[src/rtl/dlx_mem_pkg.sv]
// Shared types for the unified instruction/data memory port.
package dlx_mem_pkg;

    typedef enum logic [1:0] {
        FMT_BYTE = 2'b00,
        FMT_HALF = 2'b01,
        FMT_WORD = 2'b10
    } mem_fmt_e;

    typedef enum logic [1:0] {
        OWNER_NONE  = 2'd0,
        OWNER_FETCH = 2'd1,
        OWNER_LOAD  = 2'd2
    } owner_e;

    typedef struct packed {
        logic fetch;
        logic data;
    } grant_t;

    localparam int unsigned RUN_CNT_WIDTH = 4;

    // Which requester owns the read data returning on the next cycle.
    function automatic owner_e next_owner(input grant_t gnt, input logic we);
        owner_e own;
        own = OWNER_NONE;
        if (gnt.fetch)
            own = OWNER_FETCH;
        else if (gnt.data && !we)
            own = OWNER_LOAD;
        return own;
    endfunction

endpackage

[src/rtl/mem_port_arbiter_if.sv]
// Fetch port, load/store port and shared memory port bundled for the arbiter.
interface mem_port_arbiter_if #(
    parameter int unsigned DATA_WIDTH = 32,
    parameter int unsigned ADDR_WIDTH = 10
);
    logic                  i_req_i;
    logic [ADDR_WIDTH-1:0] i_addr_i;
    logic                  i_gnt_o;
    logic                  i_rvalid_o;
    logic [DATA_WIDTH-1:0] i_rdata_o;

    logic                  d_req_i;
    logic                  d_we_i;
    logic [ADDR_WIDTH-1:0] d_addr_i;
    logic [DATA_WIDTH-1:0] d_wdata_i;
    logic [1:0]            d_format_i;
    logic                  d_sign_i;
    logic                  d_gnt_o;
    logic                  d_rvalid_o;
    logic [DATA_WIDTH-1:0] d_rdata_o;

    logic                  mem_en_o;
    logic                  mem_we_o;
    logic [ADDR_WIDTH-1:0] mem_addr_o;
    logic [DATA_WIDTH-1:0] mem_din_o;
    logic [1:0]            mem_data_format_o;
    logic                  mem_data_sign_o;
    logic [DATA_WIDTH-1:0] mem_dout_i;

    modport slave (
        input  i_req_i, i_addr_i,
        output i_gnt_o, i_rvalid_o, i_rdata_o,
        input  d_req_i, d_we_i, d_addr_i, d_wdata_i, d_format_i, d_sign_i,
        output d_gnt_o, d_rvalid_o, d_rdata_o,
        output mem_en_o, mem_we_o, mem_addr_o, mem_din_o,
        output mem_data_format_o, mem_data_sign_o,
        input  mem_dout_i
    );

    modport master (
        output i_req_i, i_addr_i,
        input  i_gnt_o, i_rvalid_o, i_rdata_o,
        output d_req_i, d_we_i, d_addr_i, d_wdata_i, d_format_i, d_sign_i,
        input  d_gnt_o, d_rvalid_o, d_rdata_o,
        input  mem_en_o, mem_we_o, mem_addr_o, mem_din_o,
        input  mem_data_format_o, mem_data_sign_o,
        output mem_dout_i
    );
endinterface

[src/rtl/mem_port_mux.sv]
// Steers the shared memory port from the granted requester.
module mem_port_mux
    import dlx_mem_pkg::*;
#(
    parameter int unsigned DATA_WIDTH = 32,
    parameter int unsigned ADDR_WIDTH = 10
) (
    input  grant_t                gnt,
    input  logic [ADDR_WIDTH-1:0] i_addr,
    input  logic                  d_we,
    input  logic [ADDR_WIDTH-1:0] d_addr,
    input  logic [DATA_WIDTH-1:0] d_wdata,
    input  logic [1:0]            d_format,
    input  logic                  d_sign,
    output logic                  mem_en_c,
    output logic                  mem_we_c,
    output logic [ADDR_WIDTH-1:0] mem_addr_c,
    output logic [DATA_WIDTH-1:0] mem_din_c,
    output logic [1:0]            mem_format_c,
    output logic                  mem_sign_c
);

    // Idle cycles park the address/data fields on the load/store port.
    always_comb begin
        mem_en_c     = gnt.fetch | gnt.data;
        mem_we_c     = gnt.data & d_we;
        mem_addr_c   = d_addr;
        mem_din_c    = d_wdata;
        mem_format_c = d_format;
        mem_sign_c   = d_sign;
        if (gnt.fetch) begin
            mem_addr_c   = i_addr;
            mem_din_c    = '0;
            mem_format_c = FMT_WORD;
            mem_sign_c   = 1'b0;
        end
    end

endmodule

[src/rtl/mem_port_arbiter.sv]
// Shares one single-port synchronous memory between instruction fetch and load/store,
// with a bounded data run so fetch always makes progress.
module mem_port_arbiter
    import dlx_mem_pkg::*;
#(
    parameter int unsigned DATA_WIDTH   = 32,
    parameter int unsigned ADDR_WIDTH   = 10,
    parameter int unsigned MAX_DATA_RUN = 4
) (
    input logic               clk_i,
    input logic               rst_i,
    mem_port_arbiter_if.slave bus
);

    localparam logic [RUN_CNT_WIDTH-1:0] RUN_LIMIT = RUN_CNT_WIDTH'(MAX_DATA_RUN);

    logic [RUN_CNT_WIDTH-1:0] run_cnt;
    owner_e                   owner_q;
    grant_t                   gnt_c;

    // Data wins unless a waiting fetch has already seen RUN_LIMIT data grants.
    always_comb begin
        gnt_c = '0;
        if (!rst_i) begin
            if (bus.d_req_i && (!bus.i_req_i || (run_cnt < RUN_LIMIT)))
                gnt_c.data = 1'b1;
            else if (bus.i_req_i)
                gnt_c.fetch = 1'b1;
        end
    end

    always_ff @(posedge clk_i) begin
        if (rst_i) begin
            run_cnt <= '0;
            owner_q <= OWNER_NONE;
        end else begin
            if (!bus.i_req_i || gnt_c.fetch)
                run_cnt <= '0;
            else if (gnt_c.data && (run_cnt < RUN_LIMIT))
                run_cnt <= run_cnt + RUN_CNT_WIDTH'(1);
            owner_q <= next_owner(gnt_c, bus.d_we_i);
        end
    end

    assign bus.i_gnt_o    = gnt_c.fetch;
    assign bus.d_gnt_o    = gnt_c.data;
    assign bus.i_rvalid_o = (owner_q == OWNER_FETCH);
    assign bus.d_rvalid_o = (owner_q == OWNER_LOAD);
    assign bus.i_rdata_o  = bus.mem_dout_i;
    assign bus.d_rdata_o  = bus.mem_dout_i;

    mem_port_mux #(
        .DATA_WIDTH (DATA_WIDTH),
        .ADDR_WIDTH (ADDR_WIDTH)
    ) u_mux (
        .gnt          (gnt_c),
        .i_addr       (bus.i_addr_i),
        .d_we         (bus.d_we_i),
        .d_addr       (bus.d_addr_i),
        .d_wdata      (bus.d_wdata_i),
        .d_format     (bus.d_format_i),
        .d_sign       (bus.d_sign_i),
        .mem_en_c     (bus.mem_en_o),
        .mem_we_c     (bus.mem_we_o),
        .mem_addr_c   (bus.mem_addr_o),
        .mem_din_c    (bus.mem_din_o),
        .mem_format_c (bus.mem_data_format_o),
        .mem_sign_c   (bus.mem_data_sign_o)
    );

endmodule
[src/flat_wrapper.sv]
// flat-port wrapper written by rule: the top's interface ports become plain ports
module mem_port_arbiter_flat import dlx_mem_pkg::*;
#(
    parameter int unsigned DATA_WIDTH   = 32,
    parameter int unsigned ADDR_WIDTH   = 10,
    parameter int unsigned MAX_DATA_RUN = 4
)
  (clk_i, rst_i, bus_i_req_i, bus_i_addr_i, bus_i_gnt_o, bus_i_rvalid_o, bus_i_rdata_o, bus_d_req_i, bus_d_we_i, bus_d_addr_i, bus_d_wdata_i, bus_d_format_i, bus_d_sign_i, bus_d_gnt_o, bus_d_rvalid_o, bus_d_rdata_o, bus_mem_en_o, bus_mem_we_o, bus_mem_addr_o, bus_mem_din_o, bus_mem_data_format_o, bus_mem_data_sign_o, bus_mem_dout_i);
  mem_port_arbiter_if #(.DATA_WIDTH(DATA_WIDTH), .ADDR_WIDTH(ADDR_WIDTH)) bus_i ();
  input logic clk_i;
  input logic rst_i;
  input wire logic [$bits(bus_i.i_req_i)-1:0] bus_i_req_i;
  input wire logic [$bits(bus_i.i_addr_i)-1:0] bus_i_addr_i;
  output wire logic [$bits(bus_i.i_gnt_o)-1:0] bus_i_gnt_o;
  output wire logic [$bits(bus_i.i_rvalid_o)-1:0] bus_i_rvalid_o;
  output wire logic [$bits(bus_i.i_rdata_o)-1:0] bus_i_rdata_o;
  input wire logic [$bits(bus_i.d_req_i)-1:0] bus_d_req_i;
  input wire logic [$bits(bus_i.d_we_i)-1:0] bus_d_we_i;
  input wire logic [$bits(bus_i.d_addr_i)-1:0] bus_d_addr_i;
  input wire logic [$bits(bus_i.d_wdata_i)-1:0] bus_d_wdata_i;
  input wire logic [$bits(bus_i.d_format_i)-1:0] bus_d_format_i;
  input wire logic [$bits(bus_i.d_sign_i)-1:0] bus_d_sign_i;
  output wire logic [$bits(bus_i.d_gnt_o)-1:0] bus_d_gnt_o;
  output wire logic [$bits(bus_i.d_rvalid_o)-1:0] bus_d_rvalid_o;
  output wire logic [$bits(bus_i.d_rdata_o)-1:0] bus_d_rdata_o;
  output wire logic [$bits(bus_i.mem_en_o)-1:0] bus_mem_en_o;
  output wire logic [$bits(bus_i.mem_we_o)-1:0] bus_mem_we_o;
  output wire logic [$bits(bus_i.mem_addr_o)-1:0] bus_mem_addr_o;
  output wire logic [$bits(bus_i.mem_din_o)-1:0] bus_mem_din_o;
  output wire logic [$bits(bus_i.mem_data_format_o)-1:0] bus_mem_data_format_o;
  output wire logic [$bits(bus_i.mem_data_sign_o)-1:0] bus_mem_data_sign_o;
  input wire logic [$bits(bus_i.mem_dout_i)-1:0] bus_mem_dout_i;
  assign bus_i.i_req_i = bus_i_req_i;
  assign bus_i.i_addr_i = bus_i_addr_i;
  assign bus_i_gnt_o = bus_i.i_gnt_o;
  assign bus_i_rvalid_o = bus_i.i_rvalid_o;
  assign bus_i_rdata_o = bus_i.i_rdata_o;
  assign bus_i.d_req_i = bus_d_req_i;
  assign bus_i.d_we_i = bus_d_we_i;
  assign bus_i.d_addr_i = bus_d_addr_i;
  assign bus_i.d_wdata_i = bus_d_wdata_i;
  assign bus_i.d_format_i = bus_d_format_i;
  assign bus_i.d_sign_i = bus_d_sign_i;
  assign bus_d_gnt_o = bus_i.d_gnt_o;
  assign bus_d_rvalid_o = bus_i.d_rvalid_o;
  assign bus_d_rdata_o = bus_i.d_rdata_o;
  assign bus_mem_en_o = bus_i.mem_en_o;
  assign bus_mem_we_o = bus_i.mem_we_o;
  assign bus_mem_addr_o = bus_i.mem_addr_o;
  assign bus_mem_din_o = bus_i.mem_din_o;
  assign bus_mem_data_format_o = bus_i.mem_data_format_o;
  assign bus_mem_data_sign_o = bus_i.mem_data_sign_o;
  assign bus_i.mem_dout_i = bus_mem_dout_i;
  mem_port_arbiter #(.DATA_WIDTH(DATA_WIDTH), .ADDR_WIDTH(ADDR_WIDTH), .MAX_DATA_RUN(MAX_DATA_RUN)) u_core (.clk_i(clk_i), .rst_i(rst_i), .bus(bus_i));
endmodule
[config.mk]
export PLATFORM = sky130hd
export DESIGN_NAME = mem_port_arbiter_flat
export DESIGN_NICKNAME = d
export VERILOG_FILES = /design/src/rtl/dlx_mem_pkg.sv /design/src/rtl/mem_port_arbiter_if.sv /design/src/rtl/mem_port_mux.sv /design/src/rtl/mem_port_arbiter.sv /design/src/flat_wrapper.sv
export SDC_FILE = /design/constraint.sdc
export NUM_CORES = 1
export LEC_CHECK = 0
export ABC_CLOCK_PERIOD_IN_PS = 3200
export CAP_MARGIN = 25
export CORE_AREA = 2 2 79 81
export DETAILED_ROUTE_END_ITERATION = 12
export DIE_AREA = 0 0 81 83
export PLACE_DENSITY = 0.77
export SYNTH_ARGS = -nofsm -noshare
export SYNTH_HDL_FRONTEND = slang
export SYNTH_SLANG_ARGS = --single-unit
[constraint.sdc]
create_clock -name clk_i -period 3.2 [get_ports clk_i]
set_clock_uncertainty 0.15 [all_clocks]
set_input_delay 0.64 -clock clk_i [delete_from_list [all_inputs] [get_ports clk_i]]
set_output_delay 0.64 -clock clk_i [all_outputs]
set_load 0.05 [all_outputs]
==> Word-level counts from Yosys, hierarchy flattened <==
Cells that the tools add are included.
{ "word_totals": {"out_inout_bits": 115, "in_bits": 92, "wordCells": 28, "reg_bits": 6} }
{ "classes": {"addsub": 1, "order_cmp": 1, "n_bitwise": 2, "n_eq_ne": 2, "n_mux": 10, "n_reduce_logical": 9} }
{ "op_table": {"columns": ["op", "n"], "rows": [
  ["two-way mux 32 bit", 1],
  ["two-way mux 10 bit", 1],
  ["two-way mux 2 bit", 3],
  ["two-way mux 1 bit", 5],
  ["adder 4 x 1 -> 4 bit (second input constant)", 1],
  ["< comparator 4 x 3 -> 1 bit (second input constant)", 1],
  ["OR reduction 2 bit", 2],
  ["logical AND 1 bit", 3],
  ["equality test 2 x 1 -> 1 bit (second input constant)", 1],
  ["equality test 2 bit (second input constant)", 1],
  ["zero test 1 bit", 2],
  ["logical OR 1 bit", 2],
  ["bitwise AND 1 bit", 1],
  ["OR 1 bit", 1]
]} }

==> Depth between registers and ports, before layout <==
{ "depth": {"depth_word": 8, "depth_mapped": 5, "mapped_depth_nobuf": 3} }

==> Cells and area by module <==
From an unflattened synthesis, not the netlist that was laid out.
{ "hier_totals": {"hier_cells": 138, "hier_area_um2": 1118.6} }
{ "by_module_without_submodules": {"columns": ["mod", "cells_per_inst", "seq_area_each_um2", "area_per_inst_um2", "instances"], "rows": [
  ["mem_port_arbiter", 86, 120.1, 711.9, 1],
  ["mem_port_mux", 52, 0.0, 406.6, 1]
]} }

==> Worst setup path after synthesis <==
OpenSTA, ideal clock, no wires.
{ "synth_path": {"path_type": "in2out", "start": "in bus_i_req_i", "end": "out bus_mem_din_o[23]", "n_path_buf": 2, "stages": 5, "t_arrival_ns": 1.956, "required_ns": 2.410, "slack_ns": 0.454, "cell_sequence": "nor2b_2 nor2b_2 buf_6 buf_6 nor2b_1"} }
{ "synth_via": {"elab_chain_cells": 6, "word_cells_on_any_way": 7, "classes_between": "mux: 4; reduce/logical: 3"} }
{ "synth_rtl": {"columns": ["element", "line", "text"], "rows": [
  ["start, declared", "flat_wrapper.sv:12", "input wire logic [$bits(bus_i.i_req_i)-1:0] bus_i_req_i;"],
  ["zero test 1 bit", "mem_port_arbiter.sv:25", "if (bus.d_req_i && (!bus.i_req_i || (run_cnt < RUN_LIMIT)))"],
  ["logical OR 1 bit", "mem_port_arbiter.sv:25", null],
  ["logical AND 1 bit", "mem_port_arbiter.sv:25", null],
  ["two-way mux 1 bit (*)", "mem_port_arbiter.sv:25", null],
  ["two-way mux 2 bit (*)", "mem_port_arbiter.sv:24", "if (!rst_i) begin"],
  ["net bus_i_gnt_o", "flat_wrapper.sv:14", "output wire logic [$bits(bus_i.i_gnt_o)-1:0] bus_i_gnt_o;"],
  ["two-way mux 32 bit (*)", "mem_port_mux.sv:31", "if (gnt.fetch) begin"],
  ["end, declared", "flat_wrapper.sv:29", "output wire logic [$bits(bus_i.mem_din_o)-1:0] bus_mem_din_o;"]
]} }
Mark *: on every way through the listed nets, which the timed path passes. The rest lies on a longest branch.

==> Worst setup path in the final report <==
{ "layout_path": {"start": "in bus_i_req_i", "end": "out bus_mem_addr_o[4]"} }
{ "layout_via": {"elab_chain_cells": 6, "word_cells_on_any_way": 7, "classes_between": "mux: 4; reduce/logical: 3"} }
{ "layout_rtl": {"columns": ["element", "line", "text"], "rows": [
  ["zero test 1 bit", "mem_port_arbiter.sv:25", null],
  ["logical OR 1 bit", "mem_port_arbiter.sv:25", null],
  ["logical AND 1 bit", "mem_port_arbiter.sv:25", null],
  ["two-way mux 1 bit (*)", "mem_port_arbiter.sv:25", null],
  ["two-way mux 2 bit (*)", "mem_port_arbiter.sv:24", null],
  ["two-way mux 10 bit (*)", "mem_port_mux.sv:31", null],
  ["end, declared", "flat_wrapper.sv:28", "output wire logic [$bits(bus_i.mem_addr_o)-1:0] bus_mem_addr_o;"]
]} }
Mark *: on every way between the ends. The rest lies on a longest branch, timed or not.

==> out/metrics.csv <==
stage,metric,value,unit
routing,# DRC,0,
timing,RSZ-0062 raised after global routing,no,
pwr,Leak,0.7938,nW
clock_tree,root buf cell,clkbuf_8,
setup_path,WP data required,2.41,ns
setup_path,WS Path Type,primary input to primary output,
floorplanning,full die area,0.006723,sq mm
floorplanning,die outline width,81,microns
timing,"Hold Violations, Final",0,
setup_path,crit path max fanout,36,
clock_tree,Post-CTS Hold Buffers,0,
pwr,maximum vdd drop,144.7,uV
clock_tree,"Reg clk slew, reported paths",0.04,ns
grt,antenna violations before repair,0,
synth,Yosys top cell area share,42.81,%
floorplanning,core area,0.005816,sq mm
clock_tree,CTS tree,yes,
synth,post-synthesis cell area,0.001122,sq mm
synth,Mapped Nets,230,
routing,DR top layer,met4,
timing,"Setup violations, final",0,
grt,GRT Util Overall,8.011,%
routing,wl on met1,837,microns
routing,vias,959,
synth,syn_area_per_cell,8.192,sq um
clock_tree,clock buffer depth,2,
cells_and_area,share of layout cells above drive strength 1,37.70,%
pwr,Tot Pwr,0.0005578,W
grt,first-pass GRT wire length,4305,microns
cells_and_area,fin nets,278,
timing,Fin Setup TNS,0,ns
floorplanning,io pins,207,
synth,register area share after synthesis,10.70,%
timing,Final period util,95.61,%
setup_path,CP endpoint kind,primary output,
timing,Max Slew Vio Count,0,
grt,largest net degree at the start of global routing,37,
placement,HPWL after detailed placement,2610,microns
synth,number of library cell types mapped by synthesis,20,
routing,met2 wire length,1596,microns
synth,top-count cell post-synth,buf_4,
setup_path,worst reg2reg path startpoint,u_core.run_cnt[2],
routing,Post-DRT Antenna Nets,0,
floorplanning,initial core utilization,19.30,%
placement,routability congestion estimate from global placement,0.6833,
floorplanning,Die H,83,microns
synth,Post-synth EDFFs,0,
clock_tree,Post-CTS Setup Repair Bufs,0,
setup_path,CP Launch Point,bus_i_req_i,
cells_and_area,Area growth syn-to-layout,57.75,%
grt,Congestion Overflow GR,0,
setup_path,R2R Setup Slk,2.12,ns
clock_tree,"Clk Latency, worst-skew pair",0.23,ns
cells_and_area,Antenna diodes,0,
synth,Mapped Cells,137,
placement,port bufs,110,
min_path,Hold/Removal Path Class,flop to flop,
routing,total wire length,2999,microns
synth,Yosys warning total,0,
grt,vias in the first global route,958,
synth,Synth top cells by count,"buf_4 (64), nor2b_1 (35), dfxtp_1 (6), mux2_2 (6), mux2_4 (4)",
setup_path,CP arrival,2.27,ns
clock_tree,H-tree levels,1,
floorplanning,std cell rows,28,
clock_tree,post-CTS sizing,0,
synth,Synth area leaders,"buf_4 (43%), nor2b_1 (20%), dfxtp_1 (11%), mux2_2 (6.0%), mux2_4 (5.4%)",
routing,DR WL/cell,11.62,microns
clock_tree,clk sinks,6,
routing,First DRT Iteration DRCs,13,
run_status,outcome,"finished, final reports clean",
min_path,Hold Crit Start,u_core.run_cnt[0],
synth,post-synthesis cell type with the largest combined area,buf_4,
routing,met3 wire length,517,microns
pwr,power per cell area,315.0,mW/mm^2
routing,Avg Vias per Cell,3.717,
synth,Post-synth top flop,dfxtp_1,
synth,"FF+latch count, synth",6,
synth,Synth async-reset ratio,0,%
setup_path,crit path launch type,primary input,
timing,fmax,326.9,MHz
run,max-cap violations,0,
routing,Pre-Repair DR Iteration Count,4,
clock_tree,Num CTS Buffers,3,
timing,Final Critical Period,3.059,ns
## final timing paths
path	end	cells after the start
worst max-delay path	bus_mem_addr_o[4]	6
worst min-delay path	u_core.run_cnt[0]	1
worst min register to register	u_core.run_cnt[0]	1
worst max register to register	u_core.owner_q[0]	2
## cell usage in the layout (no fill, tap or decap), drive strengths merged
cell / netlist / layout
conb: 1 / 1
clkdlybuf4s50: 0 / 61
nor2b: 37 / 37
dfxtp: 6 / 6
mux2: 10 / 10
nor2: 1 / 1
and2: 1 / 1
or2: 2 / 2
and3: 2 / 2
ha: 1 / 1
buf: 69 / 51
and3b: 1 / 1
and2b: 3 / 3
nand2: 1 / 1
nor3b: 1 / 1
clkbuf: 0 / 3
o21ai: 1 / 1
## layer usage
layer | vias to the layer above | GRT usage (%)
li1 | 448 | -
met1 | 398 | 6.496
met2 | 103 | 15.93
met3 | 10 | 3.804
met4 | 0 | 2.773
met5 | - | 0
## cell type report
cell class | count | area [sq um]
Sequential cell | 6 | 120.1
Tap cell | 75 | 93.84
Timing Repair Buffer | 112 | 1031
Clock buffer | 3 | 41.29
Fill cell | 608 | 4045
Multi-Input combinational cell | 62 | 484.2
## registers in the layout, summed over array words and instances (netlist names)
signal          count
u_core.owner_q      2
u_core.run_cnt      4
## worst max-delay path: stages
cell	delay, ns
clkdlybuf4s50_1	0.47
nor2b_4	0.18
nor2b_4	0.20
buf_12	0.21
mux2_2	0.36
buf_4	0.19
## logic make-up after synthesis
| logic type | Yosys count | synth area share [%] |
|---|---|---|
| buf+inv | 69 | 47.05 |
| fa+ha+maj | 1 | 1.115 |
| simple gates | 49 | 28.99 |
| other cells | 1 | 0.3341 |
| flops | 6 | 10.70 |
| mux | 10 | 11.37 |
| compound gates | 1 | 0.4455 |
## through the flow
stage          hold slack, ns  util [%]  area [sq um]  instances  setup slack, ns
5_1_grt                0.2889     30.44          1770        258          0.05053
3_5_place_dp           0.2584     29.65          1724        255          0.07874
6_report               0.2605     30.44          1770        258           0.1405
3_3_place_gp           0.2528     29.65          1724        255           0.1315
2_1_floorplan          0.2458         -          1122        137           0.4540
4_1_cts                0.2633     30.36          1765        258          0.07276
## power by group
group / internal (W) / total, W / switching, W / leakage, nW
sequential: 0.0000774 / 0.0000786 / 0.00000118 / 0.0491
clock: 0.0000811 / 0.000117 / 0.0000357 / 0.0216
combinational: 0.000154 / 0.000362 / 0.000208 / 0.723
total: 0.000313 / 0.000558 / 0.000245 / 0.794
Power figures use the tool's default switching activity.
